--- config.mk ---
export PLATFORM = sky130hd
export DESIGN_NAME = my_and
export DESIGN_NICKNAME = d
export VERILOG_FILES = /design/src/rtl/my_and_pkg.sv /design/src/rtl/my_and_sat_counter.sv /design/src/rtl/my_and.sv
export SDC_FILE = /design/constraint.sdc
export NUM_CORES = 1
export LEC_CHECK = 0
export BUFFER_PORTS_ARGS = -buffer_cell sky130_fd_sc_hd__buf_2
export CAP_MARGIN = 40
export CORE_ASPECT_RATIO = 0.7
export CORE_MARGIN = 2
export CORE_UTILIZATION = 43
export CTS_BUF_LIST = sky130_fd_sc_hd__clkbuf_16
export CTS_CLUSTER_DIAMETER = 80
export CTS_CLUSTER_SIZE = 28
export DETAILED_ROUTE_END_ITERATION = 8
export PLACE_DENSITY = 0.66
export SYNTH_ARGS = -nofsm -noshare
export SYNTH_HDL_FRONTEND = slang
export SYNTH_SLANG_ARGS = --single-unit
--- constraint.sdc ---
create_clock -name clk -period 2.8 [get_ports clk]
set_input_delay 0.14 -clock clk [delete_from_list [all_inputs] [get_ports clk]]
set_output_delay 0.14 -clock clk [all_outputs]
set_load 0.01 [all_outputs]
--- src/rtl/my_and_pkg.sv ---
`default_nettype none
// ============================================================================
//  Module      : my_and_pkg
//  Description : Shared definitions for the branch-decision gate: default
//                statistics counter width and the branch-taken function.
//  Revision    : 1.0 - initial release
// ============================================================================
package my_and_pkg;

    // Default width of the branch statistics counters.
    localparam int c_CNT_W_DEFAULT = 16;

    // Branch is taken when the instruction is a branch and the ALU reports
    // equal operands. A plain '&' is kept so X/Z propagate with normal
    // Verilog semantics (0 dominates, otherwise X).
    function automatic logic branch_taken(input logic branch, input logic zero);
        return branch & zero;
    endfunction

endpackage : my_and_pkg
`default_nettype wire

--- src/rtl/my_and_sat_counter.sv ---
`default_nettype none
// ============================================================================
//  Module      : sat_counter
//  Description : CNT_W-bit up counter with enable that stops at its maximum
//                value instead of wrapping. Asynchronous active-high reset.
//  Ports       : clk      - clock, rising edge
//                rst      - asynchronous reset, active high
//                i_en     - increment request for this edge
//                o_count  - current count
//  Revision    : 1.0 - initial release
// ============================================================================
module sat_counter
    import my_and_pkg::*;
#(
    parameter int CNT_W = c_CNT_W_DEFAULT
) (
    input  logic             clk,
    input  logic             rst,
    input  logic             i_en,
    output logic [CNT_W-1:0] o_count
);

    localparam logic [CNT_W-1:0] c_MAX = '1;

    logic [CNT_W-1:0] r_count;
    logic             w_at_max;

    assign w_at_max = (r_count == c_MAX);

    always_ff @(posedge clk or posedge rst) begin
        if (rst) begin
            r_count <= '0;
        end else if (i_en && !w_at_max) begin
            r_count <= r_count + CNT_W'(1);
        end
    end

    assign o_count = r_count;

endmodule : sat_counter
`default_nettype wire

--- src/rtl/my_and.sv ---
`default_nettype none
// ============================================================================
//  Module      : my_and
//  Description : Branch-decision gate of the single-cycle MIPS datapath.
//                PcSrc = Branch & zero selects PC+4+offset at the PC mux.
//                Also provides a registered copy of the decision and
//                saturating branch / taken statistics counters.
//  Ports       : clk        - clock, rising edge
//                rst        - asynchronous reset, active high
//                Branch     - current instruction is a branch (beq)
//                zero       - ALU result is zero
//                PcSrc      - branch taken (combinational, zero latency)
//                PcSrc_q    - PcSrc registered on clk
//                branch_cnt - cycles with Branch=1 since reset (saturating)
//                taken_cnt  - cycles with PcSrc=1 since reset (saturating)
//  Revision    : 1.0 - initial release
// ============================================================================
module my_and
    import my_and_pkg::*;
#(
    parameter int CNT_W = c_CNT_W_DEFAULT
) (
    input  logic             clk,
    input  logic             rst,
    input  logic             Branch,
    input  logic             zero,
    output logic             PcSrc,
    output logic             PcSrc_q,
    output logic [CNT_W-1:0] branch_cnt,
    output logic [CNT_W-1:0] taken_cnt
);

    logic w_pcsrc;
    logic r_pcsrc_q;

    // Decision is purely combinational: independent of clk and rst so the
    // PC mux sees it in the same cycle, even while reset is held.
    assign w_pcsrc = branch_taken(Branch, zero);
    assign PcSrc   = w_pcsrc;

    always_ff @(posedge clk or posedge rst) begin
        if (rst) begin
            r_pcsrc_q <= 1'b0;
        end else begin
            r_pcsrc_q <= w_pcsrc;
        end
    end

    assign PcSrc_q = r_pcsrc_q;

    // Both counters share clock and reset, and taken implies branch, so
    // taken_cnt can never overtake branch_cnt (both saturate at the same max).
    sat_counter #(
        .CNT_W (CNT_W)
    ) u_branch_cnt (
        .clk     (clk),
        .rst     (rst),
        .i_en    (Branch),
        .o_count (branch_cnt)
    );

    sat_counter #(
        .CNT_W (CNT_W)
    ) u_taken_cnt (
        .clk     (clk),
        .rst     (rst),
        .i_en    (w_pcsrc),
        .o_count (taken_cnt)
    );

endmodule : my_and
`default_nettype wire

After elaboration in Yosys (flattened, before gate mapping)

Cells that the tools add are included.

Eq/ne operators: 2
Reductions and logical operators: 4
Bitwise gates (word level): 1
Add/sub/neg operators: 2

Operators with widths:

| operator                | count |
|---|---|
| $add A16 B1 Y16 const B | 2 |
| $eq A16 B16 Y1 const B  | 2 |
| $logic_and A1 B1 Y1     | 2 |
| $logic_not A1 Y1        | 2 |
| $and A1 B1 Y1           | 1 |

Input port bits: 4
Output and inout bits: 34
Word-level logic and storage cells: 12
Register bits after elaboration: 33

Logic depth before layout (Yosys ltp)

Depth after elaboration: 3
Depth in mapped cells: 5
Depth with buffers taken out: 5

Modules after synthesis

Synthesis repeated with hierarchy kept, for this count alone.

Cell total of the unflattened synthesis: 155
Area total of the unflattened synthesis: 1629.1 um^2

Modules (own cells, without submodules):

| module      | area each (um^2) | cells each | seq. area each (um^2) | instances |
|---|---|---|---|---|
| sat_counter | 797.0            | 76         | 400.4                 | 2 |
| my_and      | 35.0             | 3          | 25.0                  | 1 |

Least setup slack after synthesis

OpenSTA, ideal clock, no wires.

Path kind: register to register
From: register u_branch_cnt.r_count[13], in the netlist u_branch_cnt.o_count[13]
To: register u_branch_cnt.r_count[1], in the netlist u_branch_cnt.o_count[1]
Setup time: 0.125 ns
Period minus slack after synthesis: 1.738 ns
Required time: 2.675 ns
Cell stages (with the launch flop): 5
Arrival time: 1.613 ns
Slack: 1.062 ns
Buffers on the path: 0
Cells stage by stage: dfrtp_1 > nand4_1 > or4_4 > nand2_1 > mux2_2

Longest elaborated chain between the ends: 3

RTL lines:

| item                   | RTL line                 | text |
|---|---|---|
| start, declared        | my_and_sat_counter.sv:25 | `logic [CNT_W-1:0] r_count;` |
| start signal, assigned | my_and_sat_counter.sv:34 | `r_count <= r_count + CNT_W'(1);` |
| $eq A16 B16 Y1         | my_and_sat_counter.sv:28 | `assign w_at_max = (r_count == c_MAX);` |
| $logic_not A1 Y1       | my_and_sat_counter.sv:33 | `end else if (i_en && !w_at_max) begin` |
| $logic_and A1 B1 Y1    | my_and_sat_counter.sv:33 |  |

Every way passes these cells.
A chain may end at the register's enable or synchronous reset.

Worst setup path after layout

From: register u_branch_cnt.r_count[12], in the netlist u_branch_cnt.o_count[12]
To: register u_branch_cnt.r_count[1], in the netlist u_branch_cnt.o_count[1]

The elaborated chain is that of the path after synthesis.

==> results.json <==
{
  "status": "finished, final reports clean",
  "place_hpwl_um": 2476,
  "crit_family": "simple AND/OR/NAND/NOR gates",
  "yosysSeqAreaShare_pct": 51.00,
  "gp_congestion": 0.8041,
  "rsz0062_at_grt": "no",
  "hold_class": "primary input to flop",
  "hold_viol": 0,
  "die_height_um": 55.34,
  "synth_nets": 158,
  "start_util_pct": 45.50,
  "synthesis.area_um2": 1619,
  "fp.coreArea_um2": 3558,
  "critPathKind": "flop to flop",
  "setup_violations": 0,
  "stdcell_area_um2": 2016,
  "numCtsBuffers": 5,
  "grt_pass1_vias": 1172,
  "start_kind": "flop",
  "synthesis.yosys.warnings": 0,
  "cp_max_fo": 6,
  "clkTransAtPathRegs_ps": 50,
  "fin_nets": 203,
  "cts_setup_buffers": 0,
  "cts-root-buf": "clkbuf_16",
  "synth.distinct_cells": 30,
  "area.growth.synth_to_final_pct": 24.50,
  "avgSynthCellArea_um2": 10.65,
  "drive_gt1_share_pct": 26.77,
  "grt_overflow_total": 0,
  "drc": 0,
  "maxSlewViolCount": 0,
  "fin_skew_ps": 3.767,
  "worstSkewPairLatency_ps": 270,
  "regToRegSetupSlack_ps": 950,
  "fmax_ghz": 0.5394,
  "grt_max_degree": 34,
  "min_period_ps": 1854,
  "pin_count": 38,
  "max_cap_violations": 0,
  "yosys.area.top_type": "dfrtp_1",
  "ir_worst_vdd_v": 0.0004966,
  "arrival_ps": 2010,
  "post_cts_resized": 0,
  "routed_wl_um": 3425,
  "worstSetupEndpointType": "flop",
  "tightest_slew_ps": 489.4,
  "firstDrtPassIters": 4,
  "vias_per_cell": 5.347,
  "io_buffer_count": 37,
  "htreeDepth": 2,
  "fillers": 313,
  "ys_ff_latch": 33,
  "diodes": 0,
  "die-area_um2": 4280,
  "critPathRequiredTime_ps": 2960,
  "cts_hold_buf": 1,
  "critPathSlowestCell": "or4_4",
  "fin_crit_sh_pct": 66.21,
  "die_w_um": 77.34,
  "cts_tree": "built",
  "power.density_nw_per_um2": 772.2,
  "cp_num_buf_inv": 0,
  "grt_antenna_before_repair": 0,
  "via_count": 1326,
  "cts_sinks": 33,
  "wl_per_cell_um": 13.81,
  "synthCells": 152,
  "gr-usage-all-layers_pct": 16.99,
  "path_cells": "nand4_1 > or4_4 > nand2_1 > mux2_2",
  "grt_first_pass_wirelength_um": 5658,
  "rows": 18,
  "place_ws_ps": 975.1,
  "finalSetupTns_ps": 0,
  "mostFrequentLayoutCells": "buf_2 (37), dfrtp_1 (33), xor2_1 (14)",
  "synth_top_area_share_pct": 51.00,
  "slew_headroom_pct": 67.13,
  "cts_buffer_depth": 2,
  "placed_cell_area_um2": 1869,
  "max_stage_delay_ps": 620,
  "p_leak_nw": 1.028,
  "setup_slack_ps": 946.2,
  "ant_nets": 0,
  "final_common_cell": "buf_2",
  "synth.area.top_cells": "dfrtp_1 (51%), xor2_1 (7.6%), nand4_1 (3.9%)",
  "drt_iter0_markers": 118
}
## sequential cells by signal (all words and copies together), names as in the netlist
register / cells
PcSrc_q: 1
u_taken_cnt.o_count: 16
u_branch_cnt.o_count: 16
## power breakdown
group          switching (mW)  internal [mW]  total (mW)
logic                   0.185          0.168       0.353
clock network           0.178          0.318       0.497
registers               0.138          0.568       0.707
## logic make-up (layout without fill, tap and decap cells)
logic type                 Yosys count  in the layout  synth area share (%)
muxes                                6              6                 4.327
AOI/OAI and AO/OA                   11             11                 4.250
DFF                                 33             33                 51.00
xor gates and xnor gates            21             21                 11.36
buffers and inverters                6             52                 1.468
and+or+nand+nor                     73             73                 26.04
adders and majority gates            2              2                 1.545
## cells in the mapped netlist, drive strengths merged
library cell,number
o21ai,2
xnor2,7
nand2,12
and2,2
o21a,2
buf,1
nand3,12
nor2,8
a41oi,1
dfrtp,33
nor3b,2
and3,7
a31oi,2
nor4,5
a21oi,3
mux2i,1
inv,5
o211ai,1
and4,1
mux2,5
xor2,14
or4,1
nor2b,1
nor3,11
ha,2
nand4,11
## final timing paths
kind                                                         to                            startpoint  cells past startpoint
max                         u_branch_cnt.o_count[1]$_DFFE_PP0P_  u_branch_cnt.o_count[12]$_DFFE_PP0P_                      4
min                         u_branch_cnt.o_count[3]$_DFFE_PP0P_                                Branch                      3
max reg2reg                 u_branch_cnt.o_count[1]$_DFFE_PP0P_  u_branch_cnt.o_count[12]$_DFFE_PP0P_                      4
max in group asynchronous    u_taken_cnt.o_count[8]$_DFFE_PP0P_                                   rst                      4
min reg2reg                u_branch_cnt.o_count[15]$_DFFE_PP0P_  u_branch_cnt.o_count[15]$_DFFE_PP0P_                      1
min in group asynchronous   u_branch_cnt.o_count[8]$_DFFE_PP0P_                                   rst                      4
## metal layers
layer  GRT usage, %  share of wire, %  up-vias
li1               -                 -      639
met1          26.22                50      623
met2          21.74                40       58
met3          4.575               7.9        6
met4          7.908               1.6        0
met5              0                 0        -
## stage by stage
step	utilization (%)	hold WS (ps)	power [mW]	instances
2_1_floorplan	-	268.9	0.9180	152
3_3_place_gp	52.53	249.2	1.057	239
3_5_place_dp	52.53	245.9	1.067	239
4_1_cts	56.65	197.6	1.574	248
5_1_grt	56.65	220.1	1.648	248
6_report	56.65	196.4	1.556	248
## cell type report
class                           instances  area [um2]  area share (%)
Timing Repair Buffer                   39       202.7           10.06
Sequential cell                        33       825.8           40.97
Tap cell                               50       62.56           3.104
Inverter                                5       18.77          0.9311
Clock inverter                          3       11.26          0.5587
Multi-Input combinational cell        113       769.5           38.18
Clock buffer                            5       125.1           6.207
## worst min-delay path, cell delays in order
cell and delay, ps:
buf_2 140, nand3_1 90, xnor2_1 60
Note: power is estimated with default switching activity, not from simulation.
